[src/rtl/hdmi_buff_gearbox.sv]
// Gearbox that serialises wide DDR read-FIFO words into HDMI pixels.
// Video timing and pixel data both travel through the same two-stage pipeline, so they stay aligned.
module hdmi_buff_gearbox #(
    parameter int FIFO_W     = 256,
    parameter int PIX_W      = 32,
    parameter int MSB_FIRST  = 1,
    parameter int LINE_ALIGN = 1
) (
    input  logic              hdmi_clk,
    input  logic              sync_rst_n,
    input  logic              hdmi_Pre_de,
    input  logic              hdmi_Pre_hsync,
    input  logic              hdmi_Pre_vsync,
    output logic              hdmi_Post_en,
    output logic              hdmi_Post_hsync,
    output logic              hdmi_Post_vsync,
    output logic [PIX_W-1:0]  hdmi_rd_data,
    output logic              fifo_rd_en,
    input  logic [FIFO_W-1:0] fifo_rd_data,
    input  logic              fifo_empty,
    output logic              underflow
);

    localparam int RATIO = FIFO_W / PIX_W;
    localparam int CNT_W = $clog2(RATIO);

    logic [CNT_W-1:0]  cnt_q, cnt_d, cnt_eff, cnt_d1_q;
    logic              vsync_d_q, de_d1_q, hs_d1_q, vs_d1_q;
    logic [FIFO_W-1:0] word_q, src;
    logic              post_en_q, post_hs_q, post_vs_q;
    logic [PIX_W-1:0]  rd_data_q;
    logic              underflow_q, underflow_d;
    logic              vs_rise, line_end;

    function automatic logic [PIX_W-1:0] slice(input logic [FIFO_W-1:0] w,
                                               input logic [CNT_W-1:0]  c);
        logic [CNT_W-1:0] idx;
        // RATIO is a power of two, so RATIO-1-c is simply the bitwise inverse of c
        idx = (MSB_FIRST != 0) ? ~c : c;
        return w[int'(idx)*PIX_W +: PIX_W];
    endfunction

    assign vs_rise  = hdmi_Pre_vsync & ~vsync_d_q;
    assign line_end = (LINE_ALIGN != 0) & ~hdmi_Pre_de & de_d1_q;

    // A frame-start clear applies to the current cycle, so de during the vsync edge reads a fresh word.
    assign cnt_eff = vs_rise ? '0 : cnt_q;

    always_comb begin
        cnt_d = cnt_eff;
        if (hdmi_Pre_de)
            cnt_d = cnt_eff + CNT_W'(1);
        else if (line_end)
            cnt_d = '0;
    end

    assign fifo_rd_en  = hdmi_Pre_de & (cnt_eff == '0) & sync_rst_n;
    assign underflow_d = (fifo_rd_en & fifo_empty) | (underflow_q & ~vs_rise);
    assign src         = (cnt_d1_q == '0) ? fifo_rd_data : word_q;

    always_ff @(posedge hdmi_clk or negedge sync_rst_n) begin
        if (!sync_rst_n) begin
            cnt_q       <= '0;
            vsync_d_q   <= 1'b0;
            de_d1_q     <= 1'b0;
            hs_d1_q     <= 1'b0;
            vs_d1_q     <= 1'b0;
            cnt_d1_q    <= '0;
            word_q      <= '0;
            post_en_q   <= 1'b0;
            post_hs_q   <= 1'b0;
            post_vs_q   <= 1'b0;
            rd_data_q   <= '0;
            underflow_q <= 1'b0;
        end else begin
            cnt_q       <= cnt_d;
            vsync_d_q   <= hdmi_Pre_vsync;
            underflow_q <= underflow_d;
            // Stage 1: FIFO data of last cycle's read is on fifo_rd_data now
            de_d1_q     <= hdmi_Pre_de;
            hs_d1_q     <= hdmi_Pre_hsync;
            vs_d1_q     <= hdmi_Pre_vsync;
            cnt_d1_q    <= cnt_eff;
            if (de_d1_q && (cnt_d1_q == '0))
                word_q <= fifo_rd_data;
            // Stage 2: registered outputs
            post_en_q   <= de_d1_q;
            post_hs_q   <= hs_d1_q;
            post_vs_q   <= vs_d1_q;
            rd_data_q   <= de_d1_q ? slice(src, cnt_d1_q) : '0;
        end
    end

    assign hdmi_Post_en    = post_en_q;
    assign hdmi_Post_hsync = post_hs_q;
    assign hdmi_Post_vsync = post_vs_q;
    assign hdmi_rd_data    = rd_data_q;
    assign underflow       = underflow_q;

endmodule

[config.mk]
export PLATFORM = sky130hd
export DESIGN_NAME = hdmi_buff_gearbox
export DESIGN_NICKNAME = d
export VERILOG_FILES = /design/src/rtl/hdmi_buff_gearbox.sv
export SDC_FILE = /design/constraint.sdc
export NUM_CORES = 1
export LEC_CHECK = 0
export CAP_MARGIN = 40
export CORE_MARGIN = 2
export CORE_UTILIZATION = 63
export DETAILED_ROUTE_END_ITERATION = 7
export DONT_BUFFER_PORTS = 1
export PLACE_DENSITY = 0.79
export SLEW_MARGIN = 20
export SYNTH_ARGS = -nofsm -noshare
export SYNTH_HDL_FRONTEND = slang
export SYNTH_SLANG_ARGS = --single-unit
export TNS_END_PERCENT = 10
[constraint.sdc]
create_clock -name hdmi_clk -period 2.7 [get_ports hdmi_clk]
set_clock_uncertainty 0.2 [all_clocks]
set_input_delay 0.675 -clock hdmi_clk [delete_from_list [all_inputs] [get_ports hdmi_clk]]
set_output_delay 0.675 -clock hdmi_clk [all_outputs]
set_load 0.02 [all_outputs]
* Word-level counts from Yosys, hierarchy flattened
Cells that the tools add are included.
Storage, ports and cells: latch bits 0, output and inout port bits 37, memory bits (writable) 0, register bits after elaboration 301, memories kept 0, memory bits (read-only) 0, input bits 262
Cells by class: $add $sub $neg 1, divide/modulo/power cells 0, shift-type cells 1, bitwise gates (word level) 11, $mul 0, reductions and logical operators 3, multiplexer cells 5, eq/ne operators 0, $lt $le $gt $ge 0
Operators by type and width (number):
- $mux 256 | 1
- $shiftx 256x9->32 | 1
- $mux 32 | 1
- $mux 3 | 3
- $and 1x1->1 | 6
- $logic_not 3->1 | 2
- $add 3x1->3 const B | 1
- $not 1->1 | 3
- $not 3->3 | 1
- $logic_and 1x1->1 | 1
- $or 1x1->1 | 1

* Depth between registers and ports, before layout
Gate-level depths: netlist of run 1.
word-level depth 8, mapped depth 7, mapped depth without buffers 6

* Worst setup path after synthesis of run 1
No wires, ideal clock.
path type in2out, start point input hdmi_Pre_vsync, end point output fifo_rd_en, buffers on the path 0, arrival time 1322 ps, setup slack 503 ps, data required time 1825 ps, stages on the path 4, cells stage by stage nand2b_1 -> nand2_1 -> ha_1 -> and4_1
Between the ends: word-level cells in the longest chain between the ends 5
Ends and longest elaborated chain:
- from (decl) | RTL line 13 | input logic hdmi_Pre_vsync,
- $and 1x1->1 | RTL line 43 | assign vs_rise = hdmi_Pre_vsync & ~vsync_d_q;
- $mux 3 | RTL line 47 | assign cnt_eff = vs_rise ? '0 : cnt_q;
- $logic_not 3->1 | RTL line 57 | assign fifo_rd_en = hdmi_Pre_de & (cnt_eff == '0) & sync_rst_n;
- $and 1x1->1 (2 in series) | RTL line 57
- to (decl) | RTL line 18 | output logic fifo_rd_en,
Every way passes these cells.

==> Flow_metrics.wiki, run 1 <==
{| class="wikitable"
! Metric !! Value
|-
| Layout cells sized above 1 || 0.358
|-
| Cells along the critical path || nand2b_1 -> nand2_1 -> ha_1 -> and4_2
|-
| Total Nets Final || 1082
|-
| Violations in the final reports || hold timing
|-
| Pin count of the biggest net entering global routing || 271
|-
| Placed Cells incl. Taps || 1019
|-
| Floorplan core area || 0.0188 sq mm
|-
| Mapped Area || 0.0121 sq mm
|-
| Crit share post-route || 0.958
|-
| Root Buffer Master || sky130_fd_sc_hd__clkbuf_16
|-
| Unrepaired setup endpoints after global routing || no
|-
| Overall global routing resource usage || 0.273
|-
| Clk pin slew, worst setup/hold paths || 0.06 ns
|-
| Static power due to leakage || 5.54 nW
|-
| GRT met2 Usage || 0.424
|-
| Startpoint Class || flip-flop
|-
| Final Max Slew Viols || 0
|-
| Per-cell routed wire length || 25.9 um
|-
| Number of register bits inferred by synthesis || 269
|-
| Post-synth net total || 1093
|-
| Wire length of the first global-routing pass || 42.0 mm
|-
| Last weighted congestion value of the routability-driven placer || 0.865
|-
| Bufs and invs on worst path || 0
|-
| Number of antenna violations at the first check in global routing || 14
|-
| Setup Viol. Count Final || 0
|-
| Dpl hpwl || 19.6 mm
|-
| Post-route non-filler standard cell count || 1086
|-
| Area growth from synthesis to final layout || 10.1%
|-
| Hold Vio Cnt, Final || 269
|-
| Register-to-register setup slack || 0.38 ns
|-
| Overall die height || 142 um
|-
| Number of nets with antenna violations after detailed routing || 0
|-
| Average vias per placed instance || 6.21
|-
| Number of I/O port buffers || 0
|-
| Max H-tree Level || 1
|-
| Setup Fix Bufs, Post-CTS || 0
|-
| Total clock buffers created by CTS || 28
|-
| Total clock sinks || 269
|-
| Maximum number of buffers from clock root to sink || 3
|-
| Critical path start-end classification || flip-flop to output port
|-
| Req. time, crit path || 1.82 ns
|-
| Initial Util || 0.644
|-
| Worst path arrival time || 1.71 ns
|-
| Worst slew margin relative to its limit || 0.502
|-
| Count of mapped cells out of synthesis || 829
|-
| Number of library cell types mapped by synthesis || 29
|-
| I/O pin cnt || 299
|-
| Final critical-path required period || 2.59 ns
|-
| Pwr/cell area || 907 mW/mm^2
|-
| Busiest layer in global routing || met2
|-
| Crit-path max cell delay || 0.38 ns
|-
| Proportion of synthesized chip area in sequential cells || 0.557
|-
| Die Outline Area || 0.0203 sq mm
|-
| Clock insertion delay at the later pin of the skew report || 0.54 ns
|-
| Syn_area_per_cell || 14.6 sq um
|-
| Syn. warnings || 0
|-
| Number of core rows || 50
|-
| Hold WS || -0.357 ns
|-
| Result of the run || finished, violations left
|-
| Final WL || 28.1 mm
|-
| CP delay by family, top || simple AND/OR/NAND/NOR gates
|-
| DRC || 0
|-
| Grt total ovfl || 0
|-
| Peak supply drop || 0.000713 V
|-
| Sum of negative setup slack || 0 ns
|-
| Fraction of met1 tracks used by global routing || 0.364
|-
| Measured slew at the worst slew-check pin || 0.747 ns
|-
| Floorplan die width || 142 um
|-
| Number of global-route vias before repair || 7346
|-
| Critical path capture point type || output port
|-
| Worst Hold Class || input port to async pin
|-
| Max-Cap Viols || 0
|-
| Power consumption || 12.1 mW
|-
| Global-route met3 utilization || 0.0855
|-
| Number of design-rule violations left by the first detailed-router iteration || 359
|-
| FF-to-FF End || word_q[137]
|-
| Count of hold-fix buffers inserted at cts || 3
|-
| Slowest-stage cell, CP || sky130_fd_sc_hd__dfrtp_1
|-
| CTS tree || yes
|-
| Largest fanout of any net on the critical path || 4
|-
| Startpoint of the lowest-slack register-to-register path || cnt_d1_q[2]
|-
| Timing-limited maximum frequency || 0.387 GHz
|-
| DR vias || 6740
|-
| Worst reg2reg path depth || 5
|-
| Drt pass-1 iters || 4
|}
## worst register-to-register path: stages (launching register included)
cell and delay (ns):
sky130_fd_sc_hd__dfrtp_2 0.41, sky130_fd_sc_hd__or2_1 0.28, sky130_fd_sc_hd__nor3b_4 0.32, sky130_fd_sc_hd__buf_12 0.26
sky130_fd_sc_hd__buf_4 0.34, sky130_fd_sc_hd__mux2_2 0.39
## how the worst max path moves through the flow
stage | endpoint | slack [ns] | depth (start not counted) | start
floorplan | fifo_rd_en | 0.50 | 4 | hdmi_Pre_vsync
global placement | fifo_rd_en | 0.47 | 4 | hdmi_Pre_vsync
finish | fifo_rd_en | 0.11 | 4 | vs_d1_q
global route | fifo_rd_en | 0.02 | 4 | vs_d1_q
CTS | fifo_rd_en | 0.07 | 4 | vs_d1_q
detailed placement | word_q[169] | 0.41 | 5 | cnt_d1_q[2]
## power breakdown
group / internal, mW / switching, mW
Combinational: 1.24 / 0.907
Sequential: 5.04 / 0.646
Clock: 2.68 / 1.56
Total: 8.95 / 3.11
## area by class of cell
cell class | instances | area [sq um]
sequential | 269 | 6740
fill | 1254 | 5460
multi-input combinational | 498 | 4970
clock buffer | 42 | 823
tap | 234 | 293
timing repair buffer | 17 | 218
clock inverter | 10 | 214
antenna | 12 | 30.0
inverter | 4 | 15.0
## Yosys cell counts (all sizes together)
master	count	area [sq um]
mux4	32	721
and4	1	8.76
nor3b	1	18.8
o21ai	2	10.0
mux2	286	3220
xnor2	1	8.76
nand2	67	251
o22ai	31	194
dfrtp	269	6730
or2	2	12.5
ha	2	25.0
mux2i	32	320
inv	4	15.0
nand2b	1	6.26
and3	1	6.26
nand3	1	5.00
a211oi	1	7.51
nor2	32	120
clkbuf	16	60.1
nor2b	2	12.5
o2bb2ai	1	8.76
buf	42	305
a22o	1	8.76
a21oi	1	5.00
## through the flow
stage,setup slack (ns),utilization,cell area [sq um]
finish,0.115,0.709,13300
detailed placement,0.407,0.650,12200
floorplan,0.503,-,12100
global route,0.0221,0.709,13300
CTS,0.0690,0.707,13300
global placement,0.471,0.649,12200
## cell usage in the layout, fill, tap and decap left out, types with 2 or more instances in the layout
master / instances
sky130_fd_sc_hd__nand2_1: 67
sky130_fd_sc_hd__clkbuf_1: 7
sky130_fd_sc_hd__dlygate4sd3_1: 3
sky130_fd_sc_hd__dfrtp_2: 2
sky130_fd_sc_hd__mux2_1: 83
sky130_fd_sc_hd__buf_12: 5
sky130_fd_sc_hd__mux2_2: 203
sky130_fd_sc_hd__mux2i_1: 32
sky130_fd_sc_hd__inv_1: 4
sky130_fd_sc_hd__clkbuf_16: 28
sky130_fd_sc_hd__ha_1: 2
sky130_fd_sc_hd__bufinv_16: 6
sky130_fd_sc_hd__nor2_1: 32
sky130_fd_sc_hd__clkinv_2: 2
sky130_fd_sc_hd__clkbuf_8: 7
sky130_fd_sc_hd__diode_2: 12
sky130_fd_sc_hd__o21ai_0: 2
sky130_fd_sc_hd__o22ai_1: 31
sky130_fd_sc_hd__mux4_2: 32
sky130_fd_sc_hd__buf_4: 8
sky130_fd_sc_hd__dfrtp_1: 266
## metal layers
metal,vias to the layer above,wire [um]
met3,71,2660
met5,-,19
met1,3423,11100
li1,2967,-
met2,275,13400
met4,4,896
## logic make-up (layout without fill, tap and decap cells)
kind of cell | after synthesis | in the layout | synth area share
multiplexers | 350 | 350 | 0.353
flip-flops | 269 | 269 | 0.557
AND/OR/NAND/NOR | 108 | 108 | 0.0366
buffers and inverters | 62 | 73 | 0.0315
AO/OA/AOI/OAI | 37 | 37 | 0.0194
adder cells (fa/ha/maj) | 2 | 2 | 0.00207
XOR/XNOR | 1 | 1 | 0.000725
other | 0 | 12 | 0
## registers in the layout, summed over array words and instances, names as in the netlist
register,flops
cnt_d1_q,3
de_d1_q,1
hs_d1_q,1
hdmi_Post_en,1
hdmi_rd_data,32
underflow,1
hdmi_Post_vsync,1
vs_d1_q,1
word_q,224
hdmi_Post_hsync,1
cnt_q,3
## timing repair
action,CTS,global route
setup endpoints to repair,0,1
endpoints found under the hold margin,272,269
resized for setup,0,1
Power figures use the tool's default switching activity.
==> run 2, diff against run 1 <==
- CORE_UTILIZATION: 63 -> 57
- PLACE_DENSITY: 0.79 -> 0.75
- clock period: 2.7 -> 2.2 ns (I/O delays scaled with it)
==> run 2 against run 1 <==
The flow now stops in clock tree synthesis (4_1_cts). Synthesized cell count unchanged. Synthesized area unchanged.
==> Flow_metrics.wiki, run 2 <==
{| class="wikitable"
! Metric !! Value
|-
| Result of the run || stopped before the end
|-
| Stage at which the run stopped || clock tree synthesis (4_1_cts)
|-
| First logged error message || [ERROR RSZ-0060] Max buffer count reached.
|-
| Maximum number of buffers from clock root to sink || 3 (unchanged)
|-
| Root Buffer Master || sky130_fd_sc_hd__clkbuf_16
|-
| Proportion of synthesized chip area in sequential cells || 0.557 (unchanged)
|-
| Mapped Area || 0.0121 sq mm (unchanged)
|-
| Biggest area contributors in the synthesized netlist || sky130_fd_sc_hd__dfrtp_1 (56%), sky130_fd_sc_hd__mux2_2 (19%), sky130_fd_sc_hd__mux2_1 (7.7%), sky130_fd_sc_hd__mux4_2 (6.0%), sky130_fd_sc_hd__mux2i_1 (2.7%)
|-
| Fraction of registers with async set/reset || 1.00 (unchanged)
|-
| Main flop type after synthesis || sky130_fd_sc_hd__dfrtp_1
|-
| Post-synth net total || 1093 (unchanged)
|-
| Total clock buffers created by CTS || 28 (unchanged)
|-
| Cell taking the most area after synthesis || sky130_fd_sc_hd__dfrtp_1
|-
| Floorplan die width || 150 um (+5.0%)
|-
| Total clock sinks || 269 (unchanged)
|-
| Commonest cells in the synthesized netlist || sky130_fd_sc_hd__dfrtp_1 (269), sky130_fd_sc_hd__mux2_2 (203), sky130_fd_sc_hd__mux2_1 (83)
|-
| Dpl hpwl || 20.2 mm (+2.9%)
|-
| Last weighted congestion value of the routability-driven placer || 0.877 (+1.4%)
|-
| Most common cell in the synthesized netlist || sky130_fd_sc_hd__dfrtp_1
|-
| Overall die height || 150 um (+5.0%)
|-
| Number of register bits inferred by synthesis || 269 (unchanged)
|-
| Max H-tree Level || 1 (unchanged)
|-
| Initial Util || 0.578 (-0.0654)
|-
| I/O pin cnt || 299 (unchanged)
|-
| Number of core rows || 53 (+6.0%)
|-
| Number of I/O port buffers || 0 (unchanged)
|-
| Post-cts repair resize count || 11 (+11)
|-
| Setup Fix Bufs, Post-CTS || 1 (+1)
|-
| Count of mapped cells out of synthesis || 829 (unchanged)
|-
| EDFF count, synth || 0 (unchanged)
|-
| Syn. warnings || 0 (unchanged)
|-
| Number of library cell types mapped by synthesis || 29 (unchanged)
|-
| Top-area cell type share of the netlist area || 0.557 (unchanged)
|-
| Count of hold-fix buffers inserted at cts || 225 (+222)
|-
| Syn_area_per_cell || 14.6 sq um (unchanged)
|}
-- run 2: kinds of logic after synthesis --
logic type | synth area share
compound gates | 0.0194
xor+xnor | 0.000725
fa+ha+maj | 0.00207
buf+inv | 0.0315
flops | 0.557
mux | 0.353
simple gates | 0.0366
-- run 2: stage by stage --
stage	worst slack (ns)	instances	area (sq um)	utilization
2_1_floorplan	0.0608	829	12100	-
3_3_place_gp	0.115	1071	12400	0.593
3_5_place_dp	0.0628	1071	12400	0.593
==> run 3, diff against run 2 <==
- CORE_UTILIZATION: 57 -> 40
- PLACE_DENSITY: 0.75 -> default
- PLACE_DENSITY_LB_ADDON: default -> 0.15
- clock period: 2.2 -> 2.85 ns (I/O delays scaled with it)
==> run 3 against run 2 <==
The flow now finishes, with violations (hold timing).
==> Flow_metrics.wiki, run 3 (synthesis results as in run 1) <==
{| class="wikitable"
! Metric !! Value
|-
| Drt pass-1 iters || 5
|-
| Result of the run || finished, violations left
|-
| Critical path start-end classification || flip-flop to output port
|-
| Total clock buffers created by CTS || 30 (+7.1%)
|-
| Setup Viol. Count Final || 0
|-
| Sum of negative setup slack || 0 ns
|-
| CP endpoint || fifo_rd_en
|-
| Per-cell routed wire length || 24.8 um
|-
| I/O pin cnt || 299 (unchanged)
|-
| Crit-path max cell delay || 0.37 ns
|-
| Worst Hold Class || input port to async pin
|-
| Met2 layer wire length in the routed design || 14.3 mm
|-
| Total clock sinks || 269 (unchanged)
|-
| Register-to-register setup slack || 0.53 ns
|-
| Cells along the critical path || nand2b_1 -> nand2_1 -> ha_1 -> and4_1
|-
| Post-route non-filler standard cell count || 1247
|-
| Die Outline Area || 0.0316 sq mm
|-
| Worst path arrival time || 1.73 ns
|-
| Overall global routing resource usage || 0.195
|-
| Slowest-stage cell, CP || sky130_fd_sc_hd__dfrtp_1
|-
| Grt total ovfl || 0
|-
| Timing-limited maximum frequency || 0.378 GHz
|-
| Number of flip-flops in the largest register || 224
|-
| Startpoint of the lowest-slack register-to-register path || cnt_d1_q[1]
|-
| Setup Fix Bufs, Post-CTS || 0 (-1)
|-
| Unrepaired setup endpoints after global routing || no
|-
| Number of cells on the critical path || 4
|-
| Static power due to leakage || 5.57 nW
|-
| Floorplan die width || 178 um (+19%)
|-
| Root Buffer Master || sky130_fd_sc_hd__clkbuf_16
|-
| Violations in the final reports || hold timing
|-
| Crit share post-route || 0.929
|-
| Pin count of the biggest net entering global routing || 271
|-
| Number of core rows || 63 (+19%)
|-
| Initial Util || 0.407 (-0.172)
|-
| Hold WS || -0.337 ns
|-
| Most frequent standard cell in the layout excluding fill and tap cells || sky130_fd_sc_hd__dfrtp_1
|-
| # fillers || 2622
|-
| Worst reg2reg path depth || 5
|-
| Final critical-path setup slack || 0.204 ns
|-
| Startpoint Class || flip-flop
|-
| Total Nets Final || 1090
|-
| Last weighted congestion value of the routability-driven placer || 0.795 (-9.4%)
|-
| Metal-1 WL || 12.9 mm
|-
| Layout cells sized above 1 || 0.367
|-
| Req. time, crit path || 1.94 ns
|-
| Number of global-route vias before repair || 7383
|-
| Final Max Slew Viols || 0
|-
| Number of design-rule violations left by the first detailed-router iteration || 315
|-
| Maximum number of buffers from clock root to sink || 3 (unchanged)
|-
| Number of I/O port buffers || 0 (unchanged)
|-
| Worst setup path startpoint || vs_d1_q
|-
| Peak supply drop || 0.000398 V
|-
| Final critical-path required period || 2.65 ns
|-
| Final WL || 30.9 mm
|-
| Largest register by flop count || word_q
|-
| CP delay by family, top || simple AND/OR/NAND/NOR gates
|-
| Pwr/cell area || 834 mW/mm^2
|-
| Max-Cap Viols || 0
|-
| FF-to-FF End || hdmi_rd_data[30]
|-
| Count of hold-fix buffers inserted at cts || 3 (-99%)
|-
| Worst slew margin relative to its limit || 0.608
|-
| Floorplan core area || 0.0297 sq mm
|-
| Wire length of the first global-routing pass || 46.3 mm
|-
| Clk pin slew, worst setup/hold paths || 0.06 ns
|-
| Dpl hpwl || 22.0 mm (+9.3%)
|-
| Area growth from synthesis to final layout || 11.9%
|-
| Top Layer Used || met5
|-
| Placement-stage worst setup slack || 0.509 ns (+0.447 ns)
|-
| CTS tree || yes
|-
| Number of antenna violations at the first check in global routing || 15
|-
| Post-cts repair resize count || 0 (-11)
|-
| Average vias per placed instance || 5.42
|-
| Overall die height || 178 um (+19%)
|-
| Measured slew at the worst slew-check pin || 0.587 ns
|-
| Hold Vio Cnt, Final || 269
|-
| Highest-count cells in the layout ignoring fill and taps || sky130_fd_sc_hd__dfrtp_1 (265), sky130_fd_sc_hd__mux2_2 (203), sky130_fd_sc_hd__mux2_1 (83), sky130_fd_sc_hd__nand2_1 (67)
|-
| Bufs and invs on worst path || 0
|-
| Placed Cells incl. Taps || 1181 (+10%)
|-
| DR vias || 6763
|-
| Detailed-routed wire length on met3 || 2.83 mm
|-
| DRC || 0
|-
| Number of nets with antenna violations after detailed routing || 0
|-
| Max H-tree Level || 1 (unchanged)
|-
| Clock insertion delay at the later pin of the skew report || 0.55 ns
|-
| Largest fanout of any net on the critical path || 4
|-
| Critical path capture point type || output port
|}
==> run 3: worst min path at each step <==
stage / startpoint / endpoint / cells past startpoint
final: sync_rst_n / hs_d1_q / 0
after global routing: sync_rst_n / hs_d1_q / 0
after CTS: sync_rst_n / hs_d1_q / 0
after detailed placement: hs_d1_q / hdmi_Post_hsync / 0
after global placement: hs_d1_q / hdmi_Post_hsync / 0
after floorplan: hs_d1_q / hdmi_Post_hsync / 0
==> run 3: power breakdown <==
group / leakage, nW / switching [mW] / internal [mW]
clock: 0.494 / 1.52 / 2.33
combinational: 1.90 / 0.848 / 1.19
sequential: 3.18 / 0.609 / 4.77
==> run 3: routing by layer <==
layer / vias up / GRT usage
met3: 62 / 0.0733
met1: 3473 / 0.255
met5: - / 0
met4: 8 / 0.0543
met2: 236 / 0.304
li1: 2984 / -
==> run 3: stage by stage <==
| stage | utilization | hold slack, ns | instance area [sq um] | power, mW |
|---|---|---|---|---|
| detailed placement | 0.420 | 0.148 | 12500 | 7.51 |
| global route | 0.455 | -0.368 | 13500 | 11.9 |
| finish | 0.455 | -0.337 | 13500 | 11.3 |
| CTS | 0.454 | -0.364 | 13500 | 11.4 |
| floorplan | - | 0.131 | 12100 | 6.93 |
| global placement | 0.420 | 0.141 | 12500 | 7.37 |
==> run 3: area by class of cell <==
type	count	area (sq um)	share of cell area
Sequential cell	269	6740	0.498
Multi-Input combinational cell	498	4980	0.368
Clock buffer	43	891	0.0659
Tap cell	390	488	0.0361
Timing Repair Buffer	23	280	0.0207
Clock inverter	10	106	0.00786
Antenna cell	10	25.0	0.00185
Inverter	4	15.0	0.00111
